### src/rtl/freq_meter.sv
// Gated frequency meter: counts synchronized sig_in rising edges over a GATE_CYCLES window.
// Optional deglitch stage enabled by defining FREQ_METER_FILTER_EN.
module freq_meter #(
  parameter int unsigned GATE_CYCLES = 50000000,
  parameter int unsigned CNT_W       = 32
) (
  input  logic             clk_in,
  input  logic             rst_n,
  input  logic             sig_in,
  input  logic             start,
  input  logic             ack,
  output logic             busy,
  output logic             valid,
  output logic [CNT_W-1:0] count,
  output logic             overflow
);

  localparam int unsigned GATE_W = (GATE_CYCLES > 1) ? $clog2(GATE_CYCLES) : 1;
  localparam logic [GATE_W-1:0] GATE_LAST = GATE_W'(GATE_CYCLES - 1);

  typedef enum logic [1:0] {
    IDLE    = 2'd0,
    MEASURE = 2'd1,
    DONE    = 2'd2
  } state_t;

  state_t r_state;
  state_t w_state_nxt;

  logic              r_sync1;
  logic              r_sync2;
  logic              r_lvl_prev;
  logic              w_lvl;
  logic              w_edge;
  logic [GATE_W-1:0] r_gate;
  logic [CNT_W-1:0]  r_edge_cnt;
  logic              r_ovf;
  logic [CNT_W-1:0]  w_edge_cnt_nxt;
  logic              w_ovf_nxt;
  logic              w_cnt_max;
  logic              w_edge_inc;
  logic              w_gate_last;
  logic              r_busy;
  logic              r_valid;
  logic [CNT_W-1:0]  r_count;
  logic              r_overflow;

  // Two-flop synchronizer for the asynchronous measured signal
  always_ff @(posedge clk_in or negedge rst_n) begin
    if (!rst_n) begin
      r_sync1 <= 1'b0;
      r_sync2 <= 1'b0;
    end else begin
      r_sync1 <= sig_in;
      r_sync2 <= r_sync1;
    end
  end

`ifdef FREQ_METER_FILTER_EN
  logic       r_filt;
  logic [1:0] r_stab;

  // Filtered level follows the synchronized level only after 3 stable cycles
  always_ff @(posedge clk_in or negedge rst_n) begin
    if (!rst_n) begin
      r_filt <= 1'b0;
      r_stab <= 2'd0;
    end else if (r_sync2 == r_filt) begin
      r_stab <= 2'd0;
    end else if (r_stab == 2'd2) begin
      r_filt <= r_sync2;
      r_stab <= 2'd0;
    end else begin
      r_stab <= r_stab + 2'd1;
    end
  end

  assign w_lvl = r_filt;
`else
  assign w_lvl = r_sync2;
`endif

  always_ff @(posedge clk_in or negedge rst_n) begin
    if (!rst_n) begin
      r_lvl_prev <= 1'b0;
    end else begin
      r_lvl_prev <= w_lvl;
    end
  end

  assign w_edge         = w_lvl & ~r_lvl_prev;
  assign w_gate_last    = (r_gate == GATE_LAST);
  assign w_cnt_max      = &r_edge_cnt;
  assign w_edge_inc     = (r_state == MEASURE) && w_edge;
  // Saturating increment; an edge arriving at full scale flags overflow instead
  assign w_edge_cnt_nxt = (w_edge_inc && !w_cnt_max) ? r_edge_cnt + CNT_W'(1) : r_edge_cnt;
  assign w_ovf_nxt      = r_ovf | (w_edge_inc & w_cnt_max);

  always_ff @(posedge clk_in or negedge rst_n) begin
    if (!rst_n) begin
      r_state <= IDLE;
    end else begin
      r_state <= w_state_nxt;
    end
  end

  always_comb begin
    w_state_nxt = r_state;
    case (r_state)
      IDLE:    if (start)       w_state_nxt = MEASURE;
      MEASURE: if (w_gate_last) w_state_nxt = DONE;
      DONE:    if (ack)         w_state_nxt = IDLE;
      default:                  w_state_nxt = IDLE;
    endcase
  end

  // Window counters, result latch and registered status flags
  always_ff @(posedge clk_in or negedge rst_n) begin
    if (!rst_n) begin
      r_gate     <= '0;
      r_edge_cnt <= '0;
      r_ovf      <= 1'b0;
      r_busy     <= 1'b0;
      r_valid    <= 1'b0;
      r_count    <= '0;
      r_overflow <= 1'b0;
    end else begin
      r_busy  <= (w_state_nxt == MEASURE);
      r_valid <= (w_state_nxt == DONE);
      if ((r_state == IDLE) && start) begin
        r_gate     <= '0;
        r_edge_cnt <= '0;
        r_ovf      <= 1'b0;
      end else if (r_state == MEASURE) begin
        r_gate     <= r_gate + GATE_W'(1);
        r_edge_cnt <= w_edge_cnt_nxt;
        r_ovf      <= w_ovf_nxt;
        if (w_gate_last) begin
          r_count    <= w_edge_cnt_nxt;
          r_overflow <= w_ovf_nxt;
        end
      end
    end
  end

  assign busy     = r_busy;
  assign valid    = r_valid;
  assign count    = r_count;
  assign overflow = r_overflow;

endmodule

### config.mk
export PLATFORM = sky130hd
export DESIGN_NAME = freq_meter
export DESIGN_NICKNAME = d
export VERILOG_FILES = /design/src/rtl/freq_meter.sv
export SDC_FILE = /design/constraint.sdc
export NUM_CORES = 1
export LEC_CHECK = 0
export CAP_MARGIN = 25
export CORE_MARGIN = 2
export CORE_UTILIZATION = 53
export DETAILED_ROUTE_END_ITERATION = 8
export PLACE_DENSITY = 0.74
export SKIP_CTS_REPAIR_TIMING = 1
export SLEW_MARGIN = 20
export SYNTH_ARGS = -nofsm -noshare
export SYNTH_HDL_FRONTEND = slang
export SYNTH_SLANG_ARGS = --single-unit
### constraint.sdc
create_clock -name clk_in -period 2.7 [get_ports clk_in]
set_clock_uncertainty 0.05 [all_clocks]
set_input_delay 0.405 -clock clk_in [delete_from_list [all_inputs] [get_ports clk_in]]
set_output_delay 0.405 -clock clk_in [all_outputs]
set_load 0.03 [all_outputs]
# After elaboration in Yosys (flattened, before gate mapping)
# Cells that the tools add are included.
totals:
  reg_bits: 99
  latchBits: 0
  ram_bits: 0
  romBits: 0
  in_bits: 5
  output_inout_bits: 35
  memories: 0
op_classes:
  addsub: 2
  multipliers: 0
  n_div: 0
  order_cmp: 0
  eq_ne: 5
  shift: 0
  n_mux: 11
  bitwise_logic: 5
  n_reduce_logical: 8
ops:
  columns: ["operator", "n"]
  rows:
  - ["$mux W32", 3]
  - ["$mux W26", 2]
  - ["$add A32 B1 Y32 const B", 1]
  - ["$reduce_and A32 Y1", 1]
  - ["$add A26 B1 Y26 const B", 1]
  - ["$eq A26 B26 Y1 const B", 1]
  - ["$mux W2", 3]
  - ["$pmux W2 S3", 1]
  - ["$eq A2 B1 Y1 const B", 2]
  - ["$eq A2 B2 Y1 const B", 2]
  - ["$logic_and A1 B1 Y1", 3]
  - ["$reduce_and A3 Y1", 1]
  - ["$and A1 B1 Y1", 2]
  - ["$logic_not A2 Y1", 1]
  - ["$mux W1", 2]
  - ["$not A1 Y1", 2]
  - ["$reduce_bool A2 Y1", 1]
  - ["$logic_not A1 Y1", 1]
  - ["$or A1 B1 Y1", 1]

# Depth between registers and ports, before layout
# Gate-level depths: netlist (run 1).
depth:
  word_depth: 7
  ltp_mapped: 8

# Worst setup path before layout (run 1)
# OpenSTA, ideal clock, no wires.
synth_timing:
  kind: "register to register"
  startpoint: "register r_edge_cnt[0]"
  endpoint: "register r_count[22], in the netlist count[22]"
  setup_ns: 0.082
  arrival_time_ns: 2.021
  required_ns: 2.568
  path_slack_ns: 0.547
  stages_incl_launch_ff: 8
  path_buffers: 1
  synth_period_minus_slack_ns: 2.153
  cell_sequence: "dfrtp_1 ha_1 nand3_1 nor4_4 o2111ai_2 buf_6 or3_1 a31oi_1"
synth_via:
  elab_chain_cells: 4
  word_cells_on_any_way: 5
  classes_between: "add/sub: 1; mux: 1; reduce/logical: 3"
synth_rtl:
  columns: ["element", "line", "rtl"]
  rows:
  - ["start, declared", "36", "logic [CNT_W-1:0] r_edge_cnt;"]
  - ["start signal, assigned", "136", "r_edge_cnt <= w_edge_cnt_nxt;"]
  - ["branches (longest 3 deep; another with $add A32 B1 Y32)", null, null]
  - ["$mux W32 *", "96", "assign w_edge_cnt_nxt = (w_edge_inc && !w_cnt_max) ? r_edge_cnt + CNT_W'(1) : r_edge_cnt;"]
  - ["end signal, assigned", "139", "r_count <= w_edge_cnt_nxt;"]
  - ["end, declared", "45", "logic [CNT_W-1:0] r_count;"]
# Mark *: on every way between the ends.
# A chain may end at the register's enable or synchronous reset.

# Worst setup path after layout (run 1)
layout_timing:
  startpoint: "register r_edge_cnt[0]"
  endpoint: "register r_count[18], in the netlist count[18]"
# Same word-level chain as after synthesis.

==> impl_metrics.xml, run 1 <==
<?xml version="1.0" encoding="UTF-8"?>
<metrics>
  <group name="clock_network">
    <metric name="cts_root_buf" unit="">clkbuf_8</metric>
    <metric name="worstSkewPairLatency" unit="ns">0.37</metric>
    <metric name="clk_pin_slew" unit="ns">0.09</metric>
    <metric name="cts_buffers" unit="">9</metric>
    <metric name="htree_num_levels" unit="">3</metric>
    <metric name="cts.sinks" unit="">99</metric>
    <metric name="clock_tree.buffer_depth" unit="">2</metric>
    <metric name="cts_tree" unit="">done</metric>
  </group>
  <group name="placement">
    <metric name="place.port_buffers" unit="">39</metric>
    <metric name="dp_hpwl" unit="µm">7654</metric>
    <metric name="gp_congestion" unit="">0.8880</metric>
  </group>
  <group name="timing">
    <metric name="total_negative_setup_slack" unit="ns">0</metric>
    <metric name="timing.final.setup_violations" unit="">0</metric>
    <metric name="period_share" unit="%">86.79</metric>
    <metric name="clock.fmax" unit="GHz">0.4268</metric>
    <metric name="min_period" unit="ns">2.343</metric>
    <metric name="tightestPinTransition" unit="ns">0.8765</metric>
    <metric name="final_worst_hold_slack" unit="ns">-0.02187</metric>
    <metric name="slew_violations" unit="">0</metric>
    <metric name="final-hold-violation-count" unit="">40</metric>
    <metric name="rsz0062_at_grt" unit="">false</metric>
    <metric name="relative_slew_margins" unit="%">41.57</metric>
  </group>
  <group name="logic_synthesis">
    <metric name="yosysTopAreaCellShare" unit="%">49.87</metric>
    <metric name="post_synth.cell_area_avg" unit="µm²">9.372</metric>
    <metric name="yosysWarningCount" unit="">0</metric>
    <metric name="cell_taking_the_most_area_after_synthesis" unit="">dfrtp_1</metric>
    <metric name="cell_area_after_synthesis" unit="mm²">0.004967</metric>
    <metric name="share_of_the_yosys_chip_area_belonging_to_registers" unit="%">49.87</metric>
    <metric name="gate_count_post_synth" unit="">530</metric>
    <metric name="synth_top_cells_by_area" unit="">dfrtp_1 50%, nand2_1 5.3%, o21ai_0 5.2%, nand3_1 4.4%, a31oi_1 3.5%</metric>
    <metric name="syn_nets" unit="">537</metric>
    <metric name="synth_edf_count" unit="">0</metric>
    <metric name="ys_top_cells_by_count" unit="">99 x dfrtp_1, 70 x nand2_1, 52 x o21ai_0</metric>
    <metric name="postSynth.topFlopCell" unit="">dfrtp_1</metric>
    <metric name="synthesized_flop_and_latch_total" unit="">99</metric>
    <metric name="post-synth-top-count-cell" unit="">dfrtp_1</metric>
    <metric name="asyncSetResetFlopFracSynth" unit="%">100.0</metric>
    <metric name="post_synth_num_cell_types" unit="">50</metric>
  </group>
  <group name="floorplanning">
    <metric name="floorplan.rows" unit="">35</metric>
    <metric name="floorplan_die_area" unit="mm²">0.01016</metric>
    <metric name="effective_utilization_at_floorplan" unit="%">54.27</metric>
    <metric name="floorplan.die.width" unit="µm">100.8</metric>
    <metric name="num_io_pins" unit="">40</metric>
    <metric name="core_area" unit="mm²">0.009153</metric>
    <metric name="die_height" unit="µm">100.8</metric>
  </group>
  <group name="setup_path">
    <metric name="critPathBufInv" unit="">0</metric>
    <metric name="worst_path_maximum_fanout" unit="">12</metric>
    <metric name="timing.reg2reg.setup_slack" unit="ns">0.36</metric>
    <metric name="rr_worst_depth" unit="">6</metric>
    <metric name="startpoint" unit="">r_edge_cnt[0]$_DFFE_PN0P_</metric>
    <metric name="capture_point_of_the_worst_path" unit="">count[18]$_DFFE_PN0P_</metric>
    <metric name="cp-start-kind" unit="">flip-flop</metric>
    <metric name="crit_chain" unit="">ha_1, nand3_1, nor4_4, o2111ai_2, or3_2, a31oi_1</metric>
    <metric name="worstReg2RegEnd" unit="">count[18]$_DFFE_PN0P_</metric>
    <metric name="cp.required" unit="ns">2.94</metric>
    <metric name="critical_path.endpoint_type" unit="">flip-flop</metric>
    <metric name="rr_startpoint" unit="">r_edge_cnt[0]$_DFFE_PN0P_</metric>
    <metric name="cp_slowest_stage_delay" unit="ns">0.52</metric>
    <metric name="cell_family_with_the_largest_share_of_critical_path_delay" unit="">simple AND/OR/NAND/NOR gates</metric>
    <metric name="worstPathArrival" unit="ns">2.59</metric>
    <metric name="critPathSlowestCell" unit="">or3_2</metric>
    <metric name="crit_cells" unit="">6</metric>
    <metric name="critical_path_type" unit="">reg -&gt; reg</metric>
  </group>
  <group name="pwr">
    <metric name="total_power" unit="µW">3131</metric>
    <metric name="p_per_area" unit="mW/mm²">551.2</metric>
    <metric name="static-leakage-power" unit="µW">0.002355</metric>
    <metric name="vdd.ir_drop.worst" unit="µV">403.9</metric>
  </group>
  <group name="global_route">
    <metric name="grtUsageMet2" unit="%">37.69</metric>
    <metric name="grt_util_met1" unit="%">29.78</metric>
    <metric name="grt_start_max_net_pins" unit="">63</metric>
    <metric name="grt.total_usage" unit="%">22.94</metric>
    <metric name="grt_pass1_wl" unit="µm">18510</metric>
    <metric name="grt-ovfl-total" unit="">0</metric>
    <metric name="global_route.usage.met3" unit="%">4.924</metric>
    <metric name="grt_busiest_layer" unit="">met2</metric>
    <metric name="vias_in_the_first_global_route" unit="">4024</metric>
    <metric name="grt_antenna_before_repair" unit="">0</metric>
  </group>
  <group name="routing">
    <metric name="routed_wirelength" unit="µm">11200</metric>
    <metric name="drt.antenna.violating_nets" unit="">0</metric>
    <metric name="wire_per_inst" unit="µm">16.45</metric>
    <metric name="dr_vias" unit="">4281</metric>
    <metric name="drcViolationCount" unit="">0</metric>
    <metric name="detail_route.vias_per_cell" unit="">6.286</metric>
    <metric name="detailedRoute.firstIterationViolations" unit="">280</metric>
    <metric name="initial_drt_pass_iterations" unit="">4</metric>
  </group>
  <group name="final_layout">
    <metric name="layout.nets" unit="">572</metric>
    <metric name="final_layout_size_suffix_gt1_share" unit="%">7.544</metric>
    <metric name="area.growth.synth_to_final" unit="%">14.36</metric>
    <metric name="n_antenna_cell" unit="">0</metric>
  </group>
  <group name="run_status">
    <metric name="status" unit="">finished, violations left</metric>
    <metric name="violations_in_the_final_reports" unit="">hold timing</metric>
  </group>
  <group name="worst_hold_path">
    <metric name="hp-class" unit="">in -&gt; async</metric>
  </group>
  <group name="job">
    <metric name="max_cap_viol_count" unit="">0</metric>
  </group>
</metrics>
-- sequential cells by signal, summed over array words and instances (netlist names), 2 cells and up --
signal and cells:
count 32, r_edge_cnt 32, r_gate 26, r_state 2
-- how the worst min path moves through the flow --
stage / end / depth (start not counted)
2_1_floorplan: busy$_DFF_PN0_ / 0
3_3_place_gp: r_sync2$_DFF_PN0_ / 0
3_5_place_dp: r_sync2$_DFF_PN0_ / 0
4_1_cts: count[5]$_DFFE_PN0P_ / 1
5_1_grt: r_gate[18]$_DFFE_PN0P_ / 1
6_report: count[5]$_DFFE_PN0P_ / 1
-- cell usage in the layout (no fill, tap or decap), drive strengths merged, types with 3 or more instances in the layout --
cell            n
dfrtp          99
nand2          70
o21ai          52
nor2           45
nand3          45
clkdlybuf4s50  38
a31oi          28
or3            22
o211ai         19
nand4          19
buf            13
and3           12
mux2i          11
o31ai          11
clkbuf         11
and4           10
a21oi           9
nor3            8
or4             7
and2            6
o311ai          5
inv             5
xor2            3
-- layer usage --
metal | up-vias | routed length (µm)
met3 | 20 | 515
met2 | 123 | 5448
li1 | 2058 | -
met5 | - | 0
met1 | 2080 | 4997
met4 | 0 | 240
-- per-stage QoR --
step / instances / hold WS (ns) / worst slack, ns / utilization, % / cell area [µm²]
final: 681 / -0.02187 / 0.3567 / 62.06 / 5680
after global routing: 681 / 0.01393 / 0.1407 / 62.06 / 5680
after CTS: 681 / -0.01662 / 0.3756 / 62.06 / 5680
after detailed placement: 665 / 0.2865 / 0.3867 / 59.86 / 5479
after global placement: 665 / 0.2855 / 0.4655 / 59.86 / 5479
after floorplan: 530 / 0.05941 / 0.5466 / - / 4967
-- power breakdown --
part | internal (µW) | switching (µW)
logic | 148 | 215
registers | 1620 | 176
clock network | 458 | 518
total | 2220 | 909
-- cells by family after synthesis --
group	Yosys count	synth area share, %
DFF	99	49.87
adders and majority gates	2	0.5037
and+or+nand+nor	257	27.56
AOI/OAI and AO/OA	126	15.84
buffers and inverters	31	3.300
xor gates and xnor gates	4	0.7054
muxes	11	2.217
-- cell type report --
type / count / area [µm²]
timing repair buffer: 51 / 515.5
tap: 111 / 138.9
fill: 768 / 3472
inverter: 4 / 15.01
sequential: 99 / 2477
clock buffer: 11 / 141.4
multi-input combinational: 400 / 2332
clock inverter: 5 / 60.06
No activity file was read; power rests on OpenSTA's default activity.
==> run 2: changes to the inputs <==
--- a/config.mk
+++ b/config.mk
@@ -6,10 +6,9 @@
 export NUM_CORES = 1
 export LEC_CHECK = 0
 export CAP_MARGIN = 25
-export CORE_MARGIN = 2
-export CORE_UTILIZATION = 53
+export CORE_UTILIZATION = 30
 export DETAILED_ROUTE_END_ITERATION = 8
-export PLACE_DENSITY = 0.74
+export PLACE_DENSITY = 0.47
 export SKIP_CTS_REPAIR_TIMING = 1
 export SLEW_MARGIN = 20
 export SYNTH_ARGS = -nofsm -noshare
==> impl_metrics.xml, run 2 (synthesis results as in run 1) <==
<?xml version="1.0" encoding="UTF-8"?>
<metrics>
  <group name="floorplanning">
    <metric name="floorplan.rows" unit="">46</metric>
    <metric name="core_area" unit="mm²">0.01600</metric>
    <metric name="die_height" unit="µm">130.7</metric>
    <metric name="floorplan_die_area" unit="mm²">0.01708</metric>
    <metric name="effective_utilization_at_floorplan" unit="%">31.04</metric>
    <metric name="floorplan.die.width" unit="µm">130.7</metric>
    <metric name="num_io_pins" unit="">40</metric>
  </group>
  <group name="pwr">
    <metric name="static-leakage-power" unit="µW">0.002408</metric>
    <metric name="p_per_area" unit="mW/mm²">582.1</metric>
    <metric name="vdd.ir_drop.worst" unit="µV">318.5</metric>
  </group>
  <group name="clock_network">
    <metric name="cts.sinks" unit="">99</metric>
    <metric name="clk_pin_slew" unit="ns">0.07</metric>
    <metric name="htree_num_levels" unit="">3</metric>
    <metric name="cts_tree" unit="">done</metric>
    <metric name="cts_root_buf" unit="">clkbuf_16</metric>
    <metric name="worstSkewPairLatency" unit="ns">0.35</metric>
    <metric name="clock_tree.buffer_depth" unit="">2</metric>
    <metric name="cts_buffers" unit="">9</metric>
  </group>
  <group name="timing">
    <metric name="timing.final.setup_violations" unit="">0</metric>
    <metric name="slew_violations" unit="">0</metric>
    <metric name="period_share" unit="%">88.10</metric>
    <metric name="final.setup.worst_slack" unit="ns">0.3214</metric>
    <metric name="total_negative_setup_slack" unit="ns">0</metric>
    <metric name="clock.fmax" unit="GHz">0.4204</metric>
    <metric name="final-hold-violation-count" unit="">0</metric>
    <metric name="relative_slew_margins" unit="%">40.25</metric>
    <metric name="min_period" unit="ns">2.379</metric>
    <metric name="rsz0062_at_grt" unit="">false</metric>
    <metric name="tightestPinTransition" unit="ns">0.8962</metric>
  </group>
  <group name="global_route">
    <metric name="vias_in_the_first_global_route" unit="">3893</metric>
    <metric name="grt_antenna_before_repair" unit="">0</metric>
    <metric name="grt_start_max_net_pins" unit="">63</metric>
    <metric name="grt.total_usage" unit="%">15.75</metric>
    <metric name="grt-ovfl-total" unit="">0</metric>
    <metric name="grt_pass1_wl" unit="µm">20220</metric>
  </group>
  <group name="final_layout">
    <metric name="area.growth.synth_to_final" unit="%">19.04</metric>
    <metric name="layout.nets" unit="">573</metric>
    <metric name="mostFrequentLayoutCells" unit="">99 x dfrtp_1, 70 x nand2_1, 52 x o21ai_0, 45 x nor2_1, 44 x nand3_1</metric>
    <metric name="n_antenna_cell" unit="">0</metric>
    <metric name="final_common_cell" unit="">dfrtp_1</metric>
    <metric name="num-fill-cells" unit="">1688</metric>
    <metric name="final_layout_size_suffix_gt1_share" unit="%">7.381</metric>
  </group>
  <group name="setup_path">
    <metric name="worstPathArrival" unit="ns">2.60</metric>
    <metric name="critical_path_type" unit="">reg -&gt; reg</metric>
    <metric name="worst_path_maximum_fanout" unit="">6</metric>
    <metric name="cp.required" unit="ns">2.92</metric>
    <metric name="cp-start-kind" unit="">flip-flop</metric>
    <metric name="critical_path.endpoint_type" unit="">flip-flop</metric>
  </group>
  <group name="run_status">
    <metric name="status" unit="">finished, final reports clean</metric>
  </group>
  <group name="routing">
    <metric name="drcViolationCount" unit="">0</metric>
    <metric name="detail_route.vias_per_cell" unit="">5.307</metric>
    <metric name="wire_per_inst" unit="µm">15.98</metric>
    <metric name="initial_drt_pass_iterations" unit="">5</metric>
    <metric name="dr_vias" unit="">4166</metric>
    <metric name="routed_wirelength" unit="µm">12550</metric>
    <metric name="detailedRoute.firstIterationViolations" unit="">270</metric>
    <metric name="drt.antenna.violating_nets" unit="">0</metric>
  </group>
  <group name="placement">
    <metric name="gp_congestion" unit="">0.8464</metric>
    <metric name="dp_hpwl" unit="µm">8530</metric>
    <metric name="pre_cts_setup_slack" unit="ns">0.3505</metric>
    <metric name="place.port_buffers" unit="">39</metric>
  </group>
  <group name="job">
    <metric name="max_cap_viol_count" unit="">0</metric>
  </group>
  <group name="worst_hold_path">
    <metric name="hp-class" unit="">in -&gt; async</metric>
  </group>
</metrics>
[run 2: metal layers]
layer  track usage [%]  up-vias  share of wire, %
met1             20.20     2026                47
li1                  -     2052                 -
met4             5.274        0               1.3
met2             25.93       72                48
met3             3.909       16               3.1
met5                 0        -                 0
[run 2: area by class of cell]
type,count,area (µm²),share of cell area (%)
Inverter,4,15.01,0.2539
Clock buffer,11,242.7,4.105
Sequential cell,99,2477,41.90
Multi-Input combinational cell,400,2332,39.44
Tap cell,216,270.3,4.570
Clock inverter,3,40.04,0.6771
Timing Repair Buffer,52,535.5,9.056
[run 2: report_power, final]
part | internal [µW] | switching [µW] | total (µW) | leakage [µW]
Clock | 731 | 551 | 1280 | 0.000141
Sequential | 1620 | 176 | 1790 | 0.00133
Combinational | 149 | 217 | 366 | 0.000938
Total | 2500 | 944 | 3440 | 0.00241
[run 2: final timing paths]
check | start | cells past startpoint | slack (ns) | end
max | r_edge_cnt[0]$_DFFE_PN0P_ | 6 | 0.32 | count[18]$_DFFE_PN0P_
min | rst_n | 1 | 0.006 | count[5]$_DFFE_PN0P_
max reg2reg | r_edge_cnt[0]$_DFFE_PN0P_ | 6 | 0.32 | count[18]$_DFFE_PN0P_
min reg2reg | r_sync1$_DFF_PN0_ | 0 | 0.31 | r_sync2$_DFF_PN0_
max in group asynchronous | rst_n | 2 | 1.86 | r_gate[13]$_DFFE_PN0P_
min in group clk_in | r_sync1$_DFF_PN0_ | 0 | 0.31 | r_sync2$_DFF_PN0_
[run 2: worst max-delay path, cell delays in order, from the launching register on]
cell	delay, ns
dfrtp_1	0.43
ha_1	0.21
nand3_1	0.21
nor4_4	0.47
o2111ai_2	0.26
or3_2	0.49
a31oi_1	0.17
[run 2: metrics by stage]
stage / util (%) / power, µW / cell area, µm² / hold WS, ns / std cells
after detailed placement: 35.19 / 2189 / 5630 / 0.2918 / 771
after global routing: 36.96 / 3643 / 5913 / 0.04790 / 785
final: 36.96 / 3442 / 5913 / 0.005954 / 785
after CTS: 36.96 / 3495 / 5913 / 0.02291 / 785
after global placement: 35.19 / 2169 / 5630 / 0.2862 / 771
after floorplan: - / 2031 / 4967 / 0.05941 / 530
==> run 3: changes to the inputs <==
--- a/config.mk
+++ b/config.mk
@@ -6,9 +6,9 @@
 export NUM_CORES = 1
 export LEC_CHECK = 0
 export CAP_MARGIN = 25
-export CORE_UTILIZATION = 30
+export CORE_UTILIZATION = 50
 export DETAILED_ROUTE_END_ITERATION = 8
-export PLACE_DENSITY = 0.47
+export PLACE_DENSITY = 0.7
 export SKIP_CTS_REPAIR_TIMING = 1
 export SLEW_MARGIN = 20
 export SYNTH_ARGS = -nofsm -noshare
==> impl_metrics.xml, run 3 (synthesis results as in run 1) <==
<?xml version="1.0" encoding="UTF-8"?>
<metrics>
  <group name="run_status">
    <metric name="status" unit="">finished, final reports clean</metric>
  </group>
  <group name="floorplanning">
    <metric name="floorplan.rows" unit="">36</metric>
    <metric name="effective_utilization_at_floorplan" unit="%">51.29</metric>
    <metric name="num_io_pins" unit="">40</metric>
    <metric name="floorplan_die_area" unit="mm²">0.01034</metric>
    <metric name="die_height" unit="µm">101.7</metric>
    <metric name="floorplan.die.width" unit="µm">101.7</metric>
    <metric name="core_area" unit="mm²">0.009684</metric>
  </group>
  <group name="final_layout">
    <metric name="num-fill-cells" unit="">861</metric>
    <metric name="n_antenna_cell" unit="">0</metric>
    <metric name="mostFrequentLayoutCells" unit="">99 x dfrtp_1, 70 x nand2_1, 52 x o21ai_0, 45 x nor2_1, 44 x nand3_1</metric>
    <metric name="layout.area.seq" unit="mm²">0.002477</metric>
    <metric name="area.growth.synth_to_final" unit="%">14.84</metric>
    <metric name="final_layout_size_suffix_gt1_share" unit="%">7.381</metric>
    <metric name="final_common_cell" unit="">dfrtp_1</metric>
    <metric name="multiInputGateArea" unit="mm²">0.002332</metric>
    <metric name="layout.nets" unit="">571</metric>
  </group>
  <group name="clock_network">
    <metric name="clk_pin_slew" unit="ns">0.10</metric>
    <metric name="htree_num_levels" unit="">3</metric>
    <metric name="cts_buffers" unit="">9</metric>
    <metric name="worstSkewPairLatency" unit="ns">0.38</metric>
    <metric name="clock_tree.buffer_depth" unit="">2</metric>
    <metric name="cts_root_buf" unit="">clkbuf_8</metric>
    <metric name="cts.sinks" unit="">99</metric>
    <metric name="cts_tree" unit="">done</metric>
  </group>
  <group name="routing">
    <metric name="wire_per_inst" unit="µm">15.71</metric>
    <metric name="detailedRoute.firstIterationViolations" unit="">283</metric>
    <metric name="detail_route.vias_per_cell" unit="">5.950</metric>
    <metric name="drt.antenna.violating_nets" unit="">0</metric>
    <metric name="dr_vias" unit="">4177</metric>
    <metric name="drcViolationCount" unit="">0</metric>
    <metric name="routed_wirelength" unit="µm">11030</metric>
    <metric name="initial_drt_pass_iterations" unit="">7</metric>
  </group>
  <group name="timing">
    <metric name="slew_violations" unit="">0</metric>
    <metric name="total_negative_setup_slack" unit="ns">0</metric>
    <metric name="final-hold-violation-count" unit="">0</metric>
    <metric name="tightestPinTransition" unit="ns">0.9968</metric>
    <metric name="period_share" unit="%">91.20</metric>
    <metric name="timing.final.setup_violations" unit="">0</metric>
    <metric name="final.setup.worst_slack" unit="ns">0.2377</metric>
    <metric name="min_period" unit="ns">2.462</metric>
    <metric name="rsz0062_at_grt" unit="">false</metric>
    <metric name="clock.fmax" unit="GHz">0.4061</metric>
    <metric name="relative_slew_margins" unit="%">33.54</metric>
  </group>
  <group name="pwr">
    <metric name="vdd.ir_drop.worst" unit="µV">322.2</metric>
    <metric name="static-leakage-power" unit="µW">0.002352</metric>
    <metric name="p_per_area" unit="mW/mm²">562.0</metric>
  </group>
  <group name="global_route">
    <metric name="grt_util_met1" unit="%">31.56</metric>
    <metric name="global_route.usage.met3" unit="%">3.382</metric>
    <metric name="grt_busiest_layer" unit="">met2</metric>
    <metric name="grt_start_max_net_pins" unit="">63</metric>
    <metric name="grt.total_usage" unit="%">23.62</metric>
    <metric name="grt-ovfl-total" unit="">0</metric>
    <metric name="grtUsageMet2" unit="%">38.31</metric>
    <metric name="vias_in_the_first_global_route" unit="">3929</metric>
    <metric name="grt_pass1_wl" unit="µm">18800</metric>
    <metric name="grt_antenna_before_repair" unit="">0</metric>
  </group>
  <group name="setup_path">
    <metric name="critical_path_type" unit="">reg -&gt; reg</metric>
    <metric name="cp.required" unit="ns">2.95</metric>
    <metric name="worstPathArrival" unit="ns">2.71</metric>
    <metric name="critical_path.endpoint_type" unit="">flip-flop</metric>
    <metric name="worst_path_maximum_fanout" unit="">12</metric>
    <metric name="cp-start-kind" unit="">flip-flop</metric>
  </group>
  <group name="placement">
    <metric name="gp_congestion" unit="">0.8466</metric>
    <metric name="pre_cts_setup_slack" unit="ns">0.2636</metric>
    <metric name="dp_hpwl" unit="µm">7450</metric>
    <metric name="place.port_buffers" unit="">39</metric>
  </group>
  <group name="job">
    <metric name="max_cap_viol_count" unit="">0</metric>
  </group>
  <group name="worst_hold_path">
    <metric name="hp-class" unit="">in -&gt; async</metric>
  </group>
</metrics>
run 3: worst paths after layout:
path / start / endpoint / slack (ns) / depth (start not counted)
worst max register to register: r_edge_cnt[0]$_DFFE_PN0P_ / count[18]$_DFFE_PN0P_ / 0.24 / 6
min in group clk_in: r_sync1$_DFF_PN0_ / r_sync2$_DFF_PN0_ / 0.30 / 0
max in group asynchronous: rst_n / r_gate[19]$_DFFE_PN0P_ / 1.85 / 2
worst min register to register: r_sync1$_DFF_PN0_ / r_sync2$_DFF_PN0_ / 0.30 / 0
worst min-delay path: rst_n / r_edge_cnt[7]$_DFFE_PN0P_ / 0.005 / 1
worst max-delay path: r_edge_cnt[0]$_DFFE_PN0P_ / count[18]$_DFFE_PN0P_ / 0.24 / 6
run 3: final cells by class:
| type | instances | area share [%] |
|---|---|---|
| Sequential cell | 99 | 43.43 |
| Tap cell | 133 | 2.917 |
| Multi-Input combinational cell | 400 | 40.89 |
| Clock inverter | 6 | 1.579 |
| Inverter | 4 | 0.2632 |
| Clock buffer | 10 | 2.237 |
| Timing Repair Buffer | 50 | 8.686 |
run 3: critical path, stage by stage (launching register included):
cell	delay [ns]
dfrtp_1	0.44
ha_1	0.21
nand3_1	0.21
nor4_4	0.42
o2111ai_2	0.35
or3_2	0.53
a31oi_1	0.17
run 3: layer usage:
metal | share of wire, % | wire length (µm) | vias up
met5 | 0 | 0 | -
met4 | 1.8 | 199 | 0
met3 | 3.2 | 357 | 17
met2 | 48 | 5298 | 83
met1 | 47 | 5171 | 2035
li1 | - | - | 2042
run 3: power breakdown:
| part | internal (µW) | switching (µW) | leakage, µW | total, µW |
|---|---|---|---|---|
| clock network | 524 | 534 | 0.000106 | 1060 |
| logic | 146 | 209 | 0.000917 | 356 |
| registers | 1620 | 176 | 0.00133 | 1790 |
| total | 2290 | 919 | 0.00235 | 3210 |
run 3: metrics by stage:
stage | util, % | cell area, µm² | hold slack, ns | power [µW] | std cells
after global routing | 58.90 | 5704 | 0.07110 | 3377 | 702
after floorplan | - | 4967 | 0.05941 | 2031 | 530
after global placement | 56.65 | 5487 | 0.2871 | 2147 | 686
after CTS | 58.90 | 5704 | 0.03304 | 3228 | 702
final | 58.90 | 5704 | 0.005255 | 3206 | 702
after detailed placement | 56.65 | 5487 | 0.2865 | 2173 | 686
